**src/rtl/rf_wb_scheduler_pkg.sv**
```systemverilog
// Shared widths and the write-port source encoding for the register-file
// writeback scheduler.
package rf_wb_scheduler_pkg;

    localparam int REG_ADDR_W = 5;
    localparam int XLEN       = 32;
    localparam int NUM_REGS   = 1 << REG_ADDR_W;
    localparam int CNT_W      = 4;

    typedef enum logic [1:0] {
        SRC_NONE,
        SRC_WB,
        SRC_BUF,
        SRC_LU
    } wr_src_e;

endpackage

```
**src/rtl/rf_scoreboard.sv**
```systemverilog
// Busy bits and outstanding-op count for long-latency dispatches; produces
// the same-cycle hazard term that stalls issue.
module rf_scoreboard
    import rf_wb_scheduler_pkg::*;
#(
    parameter int MAX_OUT = 4
) (
    input  logic                  clk,
    input  logic                  rst_n,
    input  logic                  i_id_valid,
    input  logic [REG_ADDR_W-1:0] i_id_rs1,
    input  logic [REG_ADDR_W-1:0] i_id_rs2,
    input  logic [REG_ADDR_W-1:0] i_id_rd,
    input  logic                  i_id_long,
    input  logic                  i_commit,
    input  logic [REG_ADDR_W-1:0] i_commit_addr,
    output logic                  o_hazard
);

    logic [NUM_REGS-1:1] r_busy;
    logic [CNT_W-1:0]    r_out_cnt;

    logic [NUM_REGS-1:0] w_busy;
    logic [NUM_REGS-1:1] w_busy_nxt;
    logic                w_full;
    logic                w_dispatch;

    // x0 never carries a pending write
    assign w_busy     = {r_busy, 1'b0};
    assign w_full     = (r_out_cnt == CNT_W'(MAX_OUT));
    assign o_hazard   = i_id_valid && (w_busy[i_id_rs1] || w_busy[i_id_rs2] ||
                        w_busy[i_id_rd] || (i_id_long && w_full));
    assign w_dispatch = i_id_valid && i_id_long && !o_hazard;

    always_comb begin
        w_busy_nxt = r_busy;
        if (i_commit && (i_commit_addr != '0)) begin
            w_busy_nxt[i_commit_addr] = 1'b0;
        end
        if (w_dispatch && (i_id_rd != '0)) begin
            w_busy_nxt[i_id_rd] = 1'b1;
        end
    end

    always_ff @(posedge clk or negedge rst_n) begin
        if (!rst_n) begin
            r_busy    <= '0;
            r_out_cnt <= '0;
        end else begin
            r_busy <= w_busy_nxt;
            case ({w_dispatch, i_commit})
                2'b10:   r_out_cnt <= r_out_cnt + 1'b1;
                2'b01:   if (r_out_cnt != '0) r_out_cnt <= r_out_cnt - 1'b1;
                default: r_out_cnt <= r_out_cnt;
            endcase
        end
    end

endmodule

```
**src/rtl/rf_wb_scheduler.sv**
```systemverilog
// Register-file write-port scheduler: WB/LU arbitration, one-entry LU result
// buffer, starvation drain request and protocol-error flag.
module rf_wb_scheduler
    import rf_wb_scheduler_pkg::*;
#(
    parameter int MAX_OUT  = 4,
    parameter int MAX_WAIT = 4
) (
    input  logic                  clk,
    input  logic                  rst_n,
    input  logic                  i_id_valid,
    input  logic [REG_ADDR_W-1:0] i_id_rs1,
    input  logic [REG_ADDR_W-1:0] i_id_rs2,
    input  logic [REG_ADDR_W-1:0] i_id_rd,
    input  logic                  i_id_long,
    output logic                  o_issue_stall,
    input  logic                  i_wb_valid,
    input  logic [REG_ADDR_W-1:0] i_wb_addr,
    input  logic [XLEN-1:0]       i_wb_data,
    input  logic                  i_lu_valid,
    input  logic [REG_ADDR_W-1:0] i_lu_addr,
    input  logic [XLEN-1:0]       i_lu_data,
    output logic                  o_lu_ready,
    output logic                  o_rf_we,
    output logic [REG_ADDR_W-1:0] o_rf_waddr,
    output logic [XLEN-1:0]       o_rf_wdata,
    output logic                  o_drain_req,
    output logic                  o_proto_err
);

    logic                  r_buf_valid;
    logic [REG_ADDR_W-1:0] r_buf_addr;
    logic [XLEN-1:0]       r_buf_data;
    logic [CNT_W-1:0]      r_wait_cnt;
    logic                  r_drain_req;
    logic                  r_proto_err;

    wr_src_e               w_src;
    logic                  w_wb_wr;
    logic                  w_lu_acc;
    logic                  w_buf_load;
    logic                  w_we;
    logic                  w_commit;
    logic [REG_ADDR_W-1:0] w_commit_addr;
    logic                  w_buf_valid_nxt;
    logic [CNT_W-1:0]      w_wait_nxt;

    assign w_wb_wr    = i_wb_valid && (i_wb_addr != '0);
    assign o_lu_ready = !r_buf_valid;
    assign w_lu_acc   = i_lu_valid && o_lu_ready;
    // LU result accepted while WB owns the port is parked in the buffer
    assign w_buf_load = w_lu_acc && w_wb_wr;

    always_comb begin
        w_src = SRC_NONE;
        if (w_wb_wr) begin
            w_src = SRC_WB;
        end else if (r_buf_valid) begin
            w_src = SRC_BUF;
        end else if (w_lu_acc) begin
            w_src = SRC_LU;
        end
    end

    always_comb begin
        w_we          = 1'b0;
        w_commit      = 1'b0;
        w_commit_addr = '0;
        o_rf_waddr    = '0;
        o_rf_wdata    = '0;
        case (w_src)
            SRC_WB: begin
                w_we       = 1'b1;
                o_rf_waddr = i_wb_addr;
                o_rf_wdata = i_wb_data;
            end
            SRC_BUF: begin
                w_we          = (r_buf_addr != '0);
                w_commit      = 1'b1;
                w_commit_addr = r_buf_addr;
                o_rf_waddr    = r_buf_addr;
                o_rf_wdata    = r_buf_data;
            end
            SRC_LU: begin
                w_we          = (i_lu_addr != '0);
                w_commit      = 1'b1;
                w_commit_addr = i_lu_addr;
                o_rf_waddr    = i_lu_addr;
                o_rf_wdata    = i_lu_data;
            end
            default: begin
                w_we = 1'b0;
            end
        endcase
    end

    // The regfile samples on negedge, so reset must mask the strobe at once
    assign o_rf_we = rst_n && w_we;

    always_comb begin
        w_buf_valid_nxt = r_buf_valid;
        w_wait_nxt      = r_wait_cnt;
        if (w_src == SRC_BUF) begin
            w_buf_valid_nxt = 1'b0;
            w_wait_nxt      = '0;
        end else if (w_buf_load) begin
            w_buf_valid_nxt = 1'b1;
        end else if (r_buf_valid && w_wb_wr && (r_wait_cnt != '1)) begin
            w_wait_nxt = r_wait_cnt + 1'b1;
        end
    end

    always_ff @(posedge clk or negedge rst_n) begin
        if (!rst_n) begin
            r_buf_valid <= 1'b0;
            r_buf_addr  <= '0;
            r_buf_data  <= '0;
            r_wait_cnt  <= '0;
            r_drain_req <= 1'b0;
            r_proto_err <= 1'b0;
        end else begin
            r_buf_valid <= w_buf_valid_nxt;
            r_wait_cnt  <= w_wait_nxt;
            if (w_buf_load) begin
                r_buf_addr <= i_lu_addr;
                r_buf_data <= i_lu_data;
            end
            r_drain_req <= w_buf_valid_nxt && (w_wait_nxt >= CNT_W'(MAX_WAIT));
            r_proto_err <= r_proto_err || (i_wb_valid && r_drain_req);
        end
    end

    assign o_drain_req = r_drain_req;
    assign o_proto_err = r_proto_err;

    rf_scoreboard #(
        .MAX_OUT (MAX_OUT)
    ) u_scoreboard (
        .clk           (clk),
        .rst_n         (rst_n),
        .i_id_valid    (i_id_valid),
        .i_id_rs1      (i_id_rs1),
        .i_id_rs2      (i_id_rs2),
        .i_id_rd       (i_id_rd),
        .i_id_long     (i_id_long),
        .i_commit      (w_commit),
        .i_commit_addr (w_commit_addr),
        .o_hazard      (o_issue_stall)
    );

endmodule
```
**config.mk**
```make
export PLATFORM = sky130hd
export DESIGN_NAME = rf_wb_scheduler
export DESIGN_NICKNAME = d
export VERILOG_FILES = /design/src/rtl/rf_wb_scheduler_pkg.sv /design/src/rtl/rf_scoreboard.sv /design/src/rtl/rf_wb_scheduler.sv
export SDC_FILE = /design/constraint.sdc
export NUM_CORES = 1
export LEC_CHECK = 0
export CAP_MARGIN = 20
export CORE_UTILIZATION = 49
export CTS_CLUSTER_SIZE = 24
export DETAILED_ROUTE_END_ITERATION = 6
export MAX_ROUTING_LAYER = met4
export PLACE_DENSITY = 0.83
export SETUP_SLACK_MARGIN = 0.5
export SLEW_MARGIN = 20
export SYNTH_ARGS = -nofsm -noshare
export SYNTH_HDL_FRONTEND = slang
export SYNTH_SLANG_ARGS = --single-unit
```
**constraint.sdc**
```tcl
create_clock -name clk -period 4.2 [get_ports clk]
set_clock_uncertainty 0.05 [all_clocks]
set_input_delay 0.42 -clock clk [delete_from_list [all_inputs] [get_ports clk]]
set_output_delay 0.42 -clock clk [all_outputs]
set_load 0.01 [all_outputs]
```
; ---- Word-level counts from Yosys, hierarchy flattened
; Cells that the tools add are included.
[classes]
add_sub_neg = 3
magnitude_cmp = 7
eq_ne = 8
muxes = 27
bitwise = 3
n_reduce_logical = 31
[ops]
columns = operator, count
row1 = 32-bit one-hot mux with 3 select lines, 1
row2 = 31-bit two-way mux, 2
row3 = 31-bit AND, 1
row4 = 31-bit inverter, 1
row5 = 31-bit OR, 1
row6 = 5-bit nonzero test, 5
row7 = 5-bit by 6-bit less-than comparator with 1-bit output (second input constant), 4
row8 = 1-bit logical AND, 16
row9 = 4-bit two-way mux, 4
row10 = 1-bit binary-select mux with 5-bit select, 3
row11 = 5-bit one-hot mux with 3 select lines, 1
row12 = 1-bit demux with 5-bit select, 2
row13 = 5-bit by 1-bit >= comparator with 1-bit output (second input constant), 2
row14 = 5-bit one-hot mux with 2 select lines, 1
row15 = 4-bit by 1-bit adder with 4-bit output (second input constant), 2
row16 = 1-bit two-way mux, 8
row17 = 4-bit one-hot mux with 2 select lines, 1
row18 = 2-bit equality test (second input constant), 3
row19 = 2-bit two-way mux, 3
row20 = 2-bit by 1-bit equality test with 1-bit output (second input constant), 2
row21 = 4-bit by 3-bit equality test with 1-bit output (second input constant), 1
row22 = 4-bit by 3-bit >= comparator with 1-bit output (second input constant), 1
row23 = 1-bit logical OR, 4
row24 = 4-bit inequality test (second input constant), 1
row25 = other kinds (8), 9
[totals]
ff_bits = 79
input_bits = 95
out_inout_bits = 42
wordCells = 87

; ---- Depth between registers and ports, before layout
; Gate-level depths: netlist (run 1).
[logic_depth]
word_depth = 16
mapped_depth = 16
mapped_depth_nobuf = 13

; ---- Modules after synthesis
; From an unflattened synthesis (run 1), not the netlist that was laid out.
[hier_totals]
hier_cells = 480
area_unflattened_um2 = 5451.5
[modules_own_cells]
columns = module, instances, cells_each, area_each_um2, seq_area_each_um2
row1 = rf_wb_scheduler, 1, 225, 2810.2, 1101.1
row2 = rf_scoreboard, 1, 255, 2641.3, 875.8

; ---- Least setup slack after synthesis (run 1)
; OpenSTA, ideal clock, no wires.
[synth_timing]
kind = input to register
start = in i_id_rs2[0]
end = reg u_scoreboard.r_out_cnt[3]
t_arrival_ns = 3.454
slack_ns = 0.570
stages = 14
n_path_buf = 2
cell_sequence = buf_4 > mux4_2 > mux2_2 > nand3_1 > nand4_2 > nor4_4 > buf_6 > nand2b_1 > inv_1 > ha_1 > a21o_1 > a21oi_1 > nand3b_1 > a311o_1
[synth_between]
elab_chain_len = 11
word_cells_on_any_way = 14
classes_between = eq/ne (3) / mux (3) / reduce/logical (8)
[synth_lines]
columns = item, line
row1 = "start, declared", rf_wb_scheduler.sv:13  ; input logic [REG_ADDR_W-1:0] i_id_rs2,
row2 = 1-bit binary-select mux with 5-bit select (*), rf_scoreboard.sv:31  ; assign o_hazard = i_id_valid && (w_busy[i_id_rs1] || w_busy[i_id_rs2] ||
row3 = 1-bit two-way mux (implied by the code) (*), rf_scoreboard.sv:31
row4 = 1-bit logical OR (*) (2 in series), rf_scoreboard.sv:31
row5 = 1-bit logical OR (*), rf_scoreboard.sv:32  ; w_busy[i_id_rd] || (i_id_long && w_full));
row6 = 1-bit logical AND (*), rf_scoreboard.sv:31
row7 = 1-bit logical NOT (*), rf_scoreboard.sv:33  ; assign w_dispatch = i_id_valid && i_id_long && !o_hazard;
row8 = 1-bit logical AND (*), rf_scoreboard.sv:33
row9 = 2-bit by 1-bit equality test with 1-bit output / 2-bit equality test (equally long branches), rf_scoreboard.sv:51  ; case ({w_dispatch, i_commit})
row10 = 2-bit by 1-bit inequality test with 1-bit output (no source line) / 2-bit nonzero test (equally long branches), --
row11 = 2-bit AND reduction (no source line), --
row12 = "end signal, assigned", rf_scoreboard.sv:52  ; 2'b10: r_out_cnt <= r_out_cnt + 1'b1;
row13 = "end signal, assigned", rf_scoreboard.sv:53  ; 2'b01: if (r_out_cnt != '0) r_out_cnt <= r_out_cnt - 1'b1;
row14 = "end signal, assigned", rf_scoreboard.sv:54  ; default: r_out_cnt <= r_out_cnt;
row15 = "end, declared", rf_scoreboard.sv:21  ; logic [CNT_W-1:0] r_out_cnt;
; Mark *: on every way between the ends. The rest lies on a longest branch, timed or not. The select of a mux whose other input is x is not followed.
; A chain may end at the register's enable or synchronous reset.

; ---- Final worst setup path (run 1)
; Same ends and word-level chain as after synthesis.

==> reports/qor.yml, run 1 <==
drcViolationCount: 0
final_core_util_pct: 68.8
yosysSeqAreaShare_pct: 39.9
dp.cells: 773
cts_buffer_depth: 2
place.gp.congestion: 1.00
synth_seq_cells: 79
htreeDepth: 3
cts_setup_buffers: 0
worst_pin_slew_ns: 0.889
ys_types: 56
netlist_area_mm2: 0.00495
pwr-share-clk_pct: 22.2
die_area_mm2: 0.0105
synth_top_area_cell: "dfrtp_1"
cts_tree: "yes"
seqPwrFrac_pct: 43.5
drive_above_1_share_pct: 13.7
hpwl_mm: 11.3
hp-class: "in -> async"
fmax_ghz: 0.283
hold_viol: 0
pin_count: 137
grt_usage_pct: 31.0
synth_edf_count: 0
die-height_um: 103
grt_pass1_vias: 4901
ys_warn_count: 0
diodes: 0
overflow: 0
fin_tns_setup_ns: 0
startpoint_type: "primary input"
clock_sinks: 79
swShare_pct: 33.3
post-place-ws_ns: 0.160
grt_pass1_wl_mm: 24.0
synth-main-ff-cell: "dfrtp_1"
power_density_mw_per_mm2: 369
synth_top_cell_area_share_pct: 39.9
drt.antenna.violating_nets: 0
peakVddDrop_mv: 0.188
start_util_pct: 50.6
dieWidth_um: 103
core_mm2: 0.00977
period_minus_slack_ns: 3.53
fin_nets: 751
final_common_cell: "clkdlybuf4s50_1"
synth_area_leaders: "dfrtp_1 (40%), mux2_2 (8.6%), nor2_1 (6.1%)"
drv_slew: 0
mostFrequentLayoutCells: "clkdlybuf4s50_1 (135), nor2_1 (81), dfrtp_1 (79)"
endpoint_kind: "register"
cp_max_fo: 11
wl_per_cell_um: 19.3
synthArstFlopShare_pct: 100
finalNonFillerCells: 790
numPortBuffers: 136
num_rows: 36
status: "complete, no violations"
startpoint: "i_id_rs2[0]"
reg2reg_from: "u_scoreboard.r_busy[23]"
synth.avg_cell_area_um2: 9.57
wirelength_mm: 15.3
intPower_mw: 1.65
crit_type: "in -> reg"
first_pass_iters: 7
cap_violations: 0
clock_latency_ns: 0.36
vias: 4933
grt_max_degree: 73
via_per_inst: 6.24
period_share_pct: 84.1
setup_violations: 0
path_clk_slew_ns: 0.08
p_leak_nw: 2.71
clock-root-buffer: "clkbuf_8"
synth_nets: 616
cts_buffers: 9
critPathRequiredTime_ns: 4.39
syn_to_final_growth_pct: 35.8
grt_setup_unrepaired: "no"
pwr-share-comb_pct: 34.3
slew_headroom_pct: 40.8
drt_iter0_drc: 414
arrival_ns: 3.72
antenna_found_initial: 0
synth_cells: 517
p_sw_mw: 0.826
layout_setup_ws_ns: 0.666
-- layout make-up --
cell class / count / area (µm²)
fillers: 765 / 3050
repair buffers: 154 / 1530
clock buffers: 13 / 139
clock inverters: 3 / 43.8
well taps: 133 / 166
flip-flops and latches: 79 / 1980
inverters: 7 / 26.3
multi-input cells: 401 / 2850
-- metrics by stage --
| step | power (mW) | hold slack, ns | instance area [µm²] |
|---|---|---|---|
| after floorplan | 1.53 | 0.0744 | 4950 |
| after global placement | 1.87 | 0.202 | 6500 |
| after detailed placement | 1.91 | 0.206 | 6500 |
| after CTS | 2.46 | 0.372 | 6700 |
| after global routing | 2.62 | 0.372 | 6720 |
| final | 2.48 | 0.374 | 6720 |
-- sequential cells by signal, indices dropped and copies added (netlist names) --
register and flops:
r_buf_data 32, u_scoreboard.r_busy 31, r_buf_addr 5, r_wait_cnt 4, u_scoreboard.r_out_cnt 4, o_drain_req 1, o_proto_err 1, r_buf_valid 1
-- routing by layer --
metal	track usage, %	part of all wire (%)
met5	-	0
met4	15.8	3.5
met3	5.22	7.5
met2	48.5	49
met1	38.8	40
-- cell usage after synthesis, drive strengths merged, types with 2 or more instances --
library cell  instances
clkbuf               22
nand3b                7
o21a                  2
nand4                 4
nor4b                 2
o41ai                 4
mux2                 39
mux4                  9
or3                   5
or4                   6
xnor2                 2
nor4                  3
nand2                22
o21ai                67
a21oi                 8
nand2b                7
dfrtp                79
a22oi                 8
inv                   6
a21o                  6
ha                    3
buf                   8
nor2                 81
nand4b                2
nand3                14
nor2b                 9
a221oi               33
mux2i                29
nor3                 11
or3b                  3
-- critical path: stages --
cell	delay, ns
clkdlybuf4s50_1	0.48
buf_6	0.16
mux4_2	0.50
mux2_2	0.27
nand3_1	0.10
nand4_2	0.15
nor4_4	0.32
nand2b_1	0.17
inv_1	0.07
ha_1	0.28
a21o_1	0.21
a21oi_4	0.16
nand3b_1	0.09
a311o_1	0.35
-- power by group through the flow --
stage / Combinational [mW] / Sequential (mW) / Clock (mW)
after CTS: 0.835 / 1.07 / 0.555
final: 0.850 / 1.08 / 0.551
after detailed placement: 0.829 / 1.08 / 0
after global placement: 0.793 / 1.07 / 0
after global routing: 0.927 / 1.10 / 0.591
after floorplan: 0.506 / 1.03 / 0
-- path summary, 6_finish.rpt --
path | slack, ns | end | depth (start not counted)
max in group asynchronous | 2.62 | u_scoreboard.r_busy[10] | 3
min in group clk | 0.41 | o_proto_err | 1
worst max-delay path | 0.67 | u_scoreboard.r_out_cnt[3] | 14
worst min register to register | 0.41 | o_proto_err | 1
worst max register to register | 0.95 | u_scoreboard.r_out_cnt[3] | 12
worst min-delay path | 0.37 | u_scoreboard.r_busy[19] | 2
-- cell families (layout without fill, tap and decap cells) --
group | Yosys count | in the layout | share of synthesized area (%)
XOR/XNOR | 2 | 2 | 0.354
buffers and inverters | 37 | 177 | 3.16
AND/OR/NAND/NOR | 179 | 179 | 18.2
adder cells (fa/ha/maj) | 4 | 4 | 1.16
multiplexers | 77 | 77 | 18.8
AO/OA/AOI/OAI | 139 | 139 | 18.4
flip-flops | 79 | 79 | 39.9
-- what timing repair did --
item / in CTS / in global routing
hold buffers: 1 / 0
endpoints found under the setup margin: 0 / 1
endpoints found under the hold margin: 7 / 0
resized for setup: 0 / 5
(Power assumes the default switching activity.)
==> run 2: changes to the inputs <==
Clock period 4.2 ns to 3.5 ns, I/O delays scaled along.
==> run 2 against run 1 <==
Net effect: sequential share of layout area shrank 2.3 points; count of clock-buffer cells in the layout shrank 4; setup slack got worse by 0.25 ns; via count rose by 3.5%; sequential cell count unchanged; first-iteration DRC count grew 16%; non-clock buffer count up 27; largest cell class unchanged; highest routed layer unchanged.
==> reports/qor.yml, run 2 (synthesized netlist as in run 1, its figures left out) <==
status: "complete, no violations"
power_density_mw_per_mm2: 442
reg_top3: "r_buf_data (32), u_scoreboard.r_busy (31), r_buf_addr (5)"
overflow: 0
fin_tns_setup_ns: 0
dieWidth_um: 103
startpoint: "u_scoreboard.r_busy[16]"
reg2reg_from: "u_scoreboard.r_busy[16]"
cts_tree: "yes"
antenna_found_initial: 0
setup_violations: 0
die-height_um: 103
hold_viol: 0
final_common_cell: "clkdlybuf4s50_1"
vias: 5106
arrival_ns: 3.27
period_share_pct: 88.0
core_mm2: 0.00977
drt.antenna.violating_nets: 0
htreeDepth: 3
critPathRequiredTime_ns: 3.69
cp_num_buf_inv: 1
drive_above_1_share_pct: 23.7
peakVddDrop_mv: 0.310
slew_headroom_pct: 45.8
top_register: "r_buf_data"
critPathTopFamily: "simple AND/OR/NAND/NOR gates"
grt_pass1_wl_mm: 25.6
worstPathCellList: "mux4_2 -> nor2_1 -> nor4b_1 -> nand4b_1 -> nor4_4 -> nand2b_4 -> inv_4 -> ha_4 -> a21o_1 -> a21oi_2 -> nand3b_1 -> a311o_1"
via_per_inst: 6.25
largest_register_ffs: 32
pin_count: 137
drt_iter0_drc: 481
grt_setup_unrepaired: "yes"
design_area_mm2: 0.00731
cts_buffers: 9
drcViolationCount: 0
cap_violations: 0
p_leak_nw: 3.15
grt_max_degree: 80
mostFrequentLayoutCells: "clkdlybuf4s50_1 (98), nor2_1 (77), dfrtp_1 (74)"
hp-class: "in -> async"
period_minus_slack_ns: 3.08
place.gp.congestion: 0.972
numPortBuffers: 136
fmax_ghz: 0.325
clock_latency_ns: 0.37
cp_max_fo: 4
drv_slew: 0
clock-root-buffer: "clkbuf_8"
first_pass_iters: 5
diodes: 0
worst_pin_slew_ns: 0.805
wl_per_cell_um: 20.4
endpoint_kind: "register"
crit_type: "reg -> reg"
start_util_pct: 50.6
path_clk_slew_ns: 0.09
wirelength_mm: 16.7
die_area_mm2: 0.0105
placedInstanceArea_mm2: 0.00666
cpPeakStageDelay_ns: 0.47
slowest_stage: "mux4_2"
syn_to_final_growth_pct: 47.6
hpwl_mm: 11.7
startpoint_type: "register"
num_rows: 36
fin_nets: 778
grt_pass1_vias: 5145
cts_buffer_depth: 2
clock_sinks: 79
grt_usage_pct: 33.4
## run 2: cell count changes in the layout (fill, tap and decap cells not counted), sizes merged, moves of 3 or more
cell	before	now
buf	18	45
dlymetal6s2s	0	16
clkbuf	13	9
clkdlybuf4s50	135	98
dlygate4sd2	0	21
inv	6	9
## run 2: path summary, 6_finish.rpt
| check | end | slack (ns) | depth (start not counted) |
|---|---|---|---|
| max in group asynchronous | r_buf_valid | 2.75 | 2 |
| min in group clk | o_proto_err | 0.42 | 1 |
| min reg2reg | o_proto_err | 0.42 | 1 |
| min | o_drain_req | 0.11 | 2 |
| max reg2reg | u_scoreboard.r_out_cnt[3] | 0.42 | 12 |
| max | u_scoreboard.r_out_cnt[3] | 0.42 | 12 |
## run 2: per-layer routing
layer	GRT usage, %	wire length [µm]	vias to the layer above
li1	-	-	2279
met1	41.8	6750	2483
met2	53.3	8070	280
met3	6.37	1260	64
met4	14.0	601	0
met5	-	0	-
## run 2: layout make-up
type,instances,area (µm²)
timing repair buffer,181,1820
tap,133,166
fill,694,2470
inverter,7,28.8
clock inverter,7,113
multi-input combinational,401,3070
sequential,79,1980
clock buffer,9,124
## run 2: what timing repair did
action,CTS,global route
endpoints found under the setup margin,41,29
pin swaps,6,7
gates cloned,1,0
setup buffers,12,3
gates resized for setup,53,35
hold buffers,0,0
## run 2: worst register-to-register path: cells and delay by family, from the launching register on
family / cells / cell delay [ns]
buffers and inverters: 1 / 0.05
AOI/OAI and AO/OA: 3 / 0.67
and+or+nand+nor: 6 / 1.07
adders and majority gates: 1 / 0.20
DFF: 1 / 0.46
muxes: 1 / 0.47
## run 2: where the power goes
part           total [mW]  switching (mW)  internal (mW)  leakage (nW)
clock network       0.803           0.385          0.418         0.115
logic                1.11           0.516          0.595          2.06
registers            1.32           0.211           1.11         0.978
total                3.23            1.11           2.12          3.15
## run 2: per-stage QoR
step	hold slack (ns)	worst slack (ns)	utilization (%)	instances	power, mW
after floorplan	0.00441	0.313	-	517	1.86
after global placement	0.395	-0.0498	68.1	785	2.29
after detailed placement	0.394	-0.109	68.1	785	2.33
after CTS	0.283	0.413	73.1	814	3.19
after global routing	0.164	0.259	74.8	817	3.38
final	0.107	0.421	74.8	817	3.23
==> run 3: changes to the inputs <==
Settings changed: PLACE_DENSITY 0.83 to 0.79.
==> run 3 against run 2 <==
Net effect: sequential share of layout area down 0.086 points; critical endpoint is now u_scoreboard.r_out_cnt[1]; highest routed layer unchanged; critical path type unchanged; core utilization stayed put; setup slack better by 0.00061 ns.
==> reports/qor.yml, run 3 (synthesized netlist as in run 1, its figures left out) <==
status: "complete, no violations"
overflow: 0
path_clk_slew_ns: 0.08
crit_type: "reg -> reg"
grt_usage_pct: 30.5
syn_to_final_growth_pct: 47.6
slew_headroom_pct: 35.9
numPortBuffers: 136
die-height_um: 103
die_area_mm2: 0.0105
startpoint_type: "register"
cpPeakStageDelay_ns: 0.52
core_mm2: 0.00977
final_common_cell: "clkdlybuf4s50_1"
place.gp.congestion: 0.899
clock_sinks: 79
p_leak_nw: 3.18
hpwl_mm: 11.0
dp.cells: 788
p_total_mw: 3.18
dieWidth_um: 103
fmax_ghz: 0.325
drv_slew: 0
fin_nets: 777
period_minus_slack_ns: 3.08
num_rows: 36
first_pass_iters: 5
clock-root-buffer: "clkbuf_8"
via_per_inst: 6.08
hold_viol: 0
period_share_pct: 87.9
holdWs_ns: 0.295
largest_register_ffs: 32
area.sequential_mm2: 0.00198
arrival_ns: 3.29
wl_per_cell_um: 19.0
cts_buffer_depth: 2
top_register: "r_buf_data"
wirelength_mm: 15.5
diodes: 0
cts_tree: "yes"
worst_pin_slew_ns: 0.961
finalNonFillerCells: 815
drive_above_1_share_pct: 23.5
power_density_mw_per_mm2: 435
setup_violations: 0
design_area_mm2: 0.00731
peakVddDrop_mv: 0.229
cp_max_fo: 4
final_core_util_pct: 74.8
start_util_pct: 50.6
drcViolationCount: 0
grt_pass1_vias: 4836
htreeDepth: 3
cts_buffers: 9
drt_iter0_drc: 210
grt_max_degree: 77
hp-class: "in -> async"
multiInputGateArea_mm2: 0.00311
fillers: 716
slowest_stage: "or4_1"
worstPathCellList: "mux4_2 -> nor2_2 -> nor4b_2 -> nand4b_1 -> nor4_4 -> nand2b_4 -> fa_1 -> or4_1 -> o221ai_1"
cp_num_buf_inv: 0
cap_violations: 0
endpoint_kind: "register"
critPathRequiredTime_ns: 3.71
grt_pass1_wl_mm: 23.6
clock_latency_ns: 0.35
reg_top3: "r_buf_data (32), u_scoreboard.r_busy (31), r_buf_addr (5)"
grt_setup_unrepaired: "yes"
vias: 4952
antenna_found_initial: 0
pin_count: 137
drt.antenna.violating_nets: 0
mostFrequentLayoutCells: "clkdlybuf4s50_1 (104), dfrtp_1 (79), nor2_1 (76)"
critPathTopFamily: "simple AND/OR/NAND/NOR gates"
placedInstanceArea_mm2: 0.00667
[run 3: cell types whose count changed in the layout (fill, tap and decap cells not counted), sizes merged]
cell	before	now
dlygate4sd3	0	1
clkdlybuf4s50	98	104
inv	9	6
dlygate4sd2	21	9
clkinvlp	1	0
clkbuf	9	11
dlymetal6s2s	16	21
clkinv	2	4
buf	45	43
[run 3: metrics by stage]
stage          worst slack [ns]  TNS (ns)
2_1_floorplan             0.313         0
3_3_place_gp            -0.0359   -0.0694
3_5_place_dp             -0.117    -0.303
4_1_cts                   0.468         0
5_1_grt                   0.354         0
6_report                  0.422         0
[run 3: path summary, 6_finish.rpt]
kind	start	to	slack, ns	cells past startpoint
setup / recovery	u_scoreboard.r_busy[21]	u_scoreboard.r_out_cnt[1]	0.42	9
hold / removal	rst_n	r_buf_data[31]	0.30	2
setup reg to reg	u_scoreboard.r_busy[21]	u_scoreboard.r_out_cnt[1]	0.42	9
hold reg to reg	o_proto_err	o_proto_err	0.42	1
max in group asynchronous	rst_n	u_scoreboard.r_out_cnt[3]	1.96	3
min in group clk	o_proto_err	o_proto_err	0.42	1
[run 3: timing repair]
action	in CTS	in global routing
cloned	1	0
hold buffers	1	0
endpoints found under the setup margin	38	39
pin swaps	3	5
resized for setup	31	51
endpoints found under the hold margin	3	0
buffers inserted	6	4
[run 3: area by class of cell]
type,instances,area share [%]
Sequential cell,79,27.1
Multi-Input combinational cell,401,42.6
Clock buffer,10,1.88
Timing Repair Buffer,180,24.7
Inverter,7,0.394
Clock inverter,5,1.13
Tap cell,133,2.28
[run 3: metal layers]
layer / vias to the layer above / part of all wire [%] / GRT usage [%] / wire length (µm)
li1: 2272 / - / - / -
met5: - / 0 / - / 0
met3: 47 / 6.1 / 4.88 / 942
met4: 0 / 3.0 / 14.5 / 471
met1: 2427 / 41 / 38.4 / 6300
met2: 206 / 50 / 48.3 / 7770
[run 3: worst register-to-register path, delay by kind of cell (launching register included)]
kind                     cells  cell delay, ns
AND/OR/NAND/NOR              6            1.50
multiplexers                 1            0.50
flip-flops                   1            0.45
adder cells (fa/ha/maj)      1            0.42
AO/OA/AOI/OAI                1            0.08
[run 3: power by group]
part | switching, mW | internal (mW)
clock | 0.333 | 0.418
sequential | 0.195 | 1.11
combinational | 0.509 | 0.615
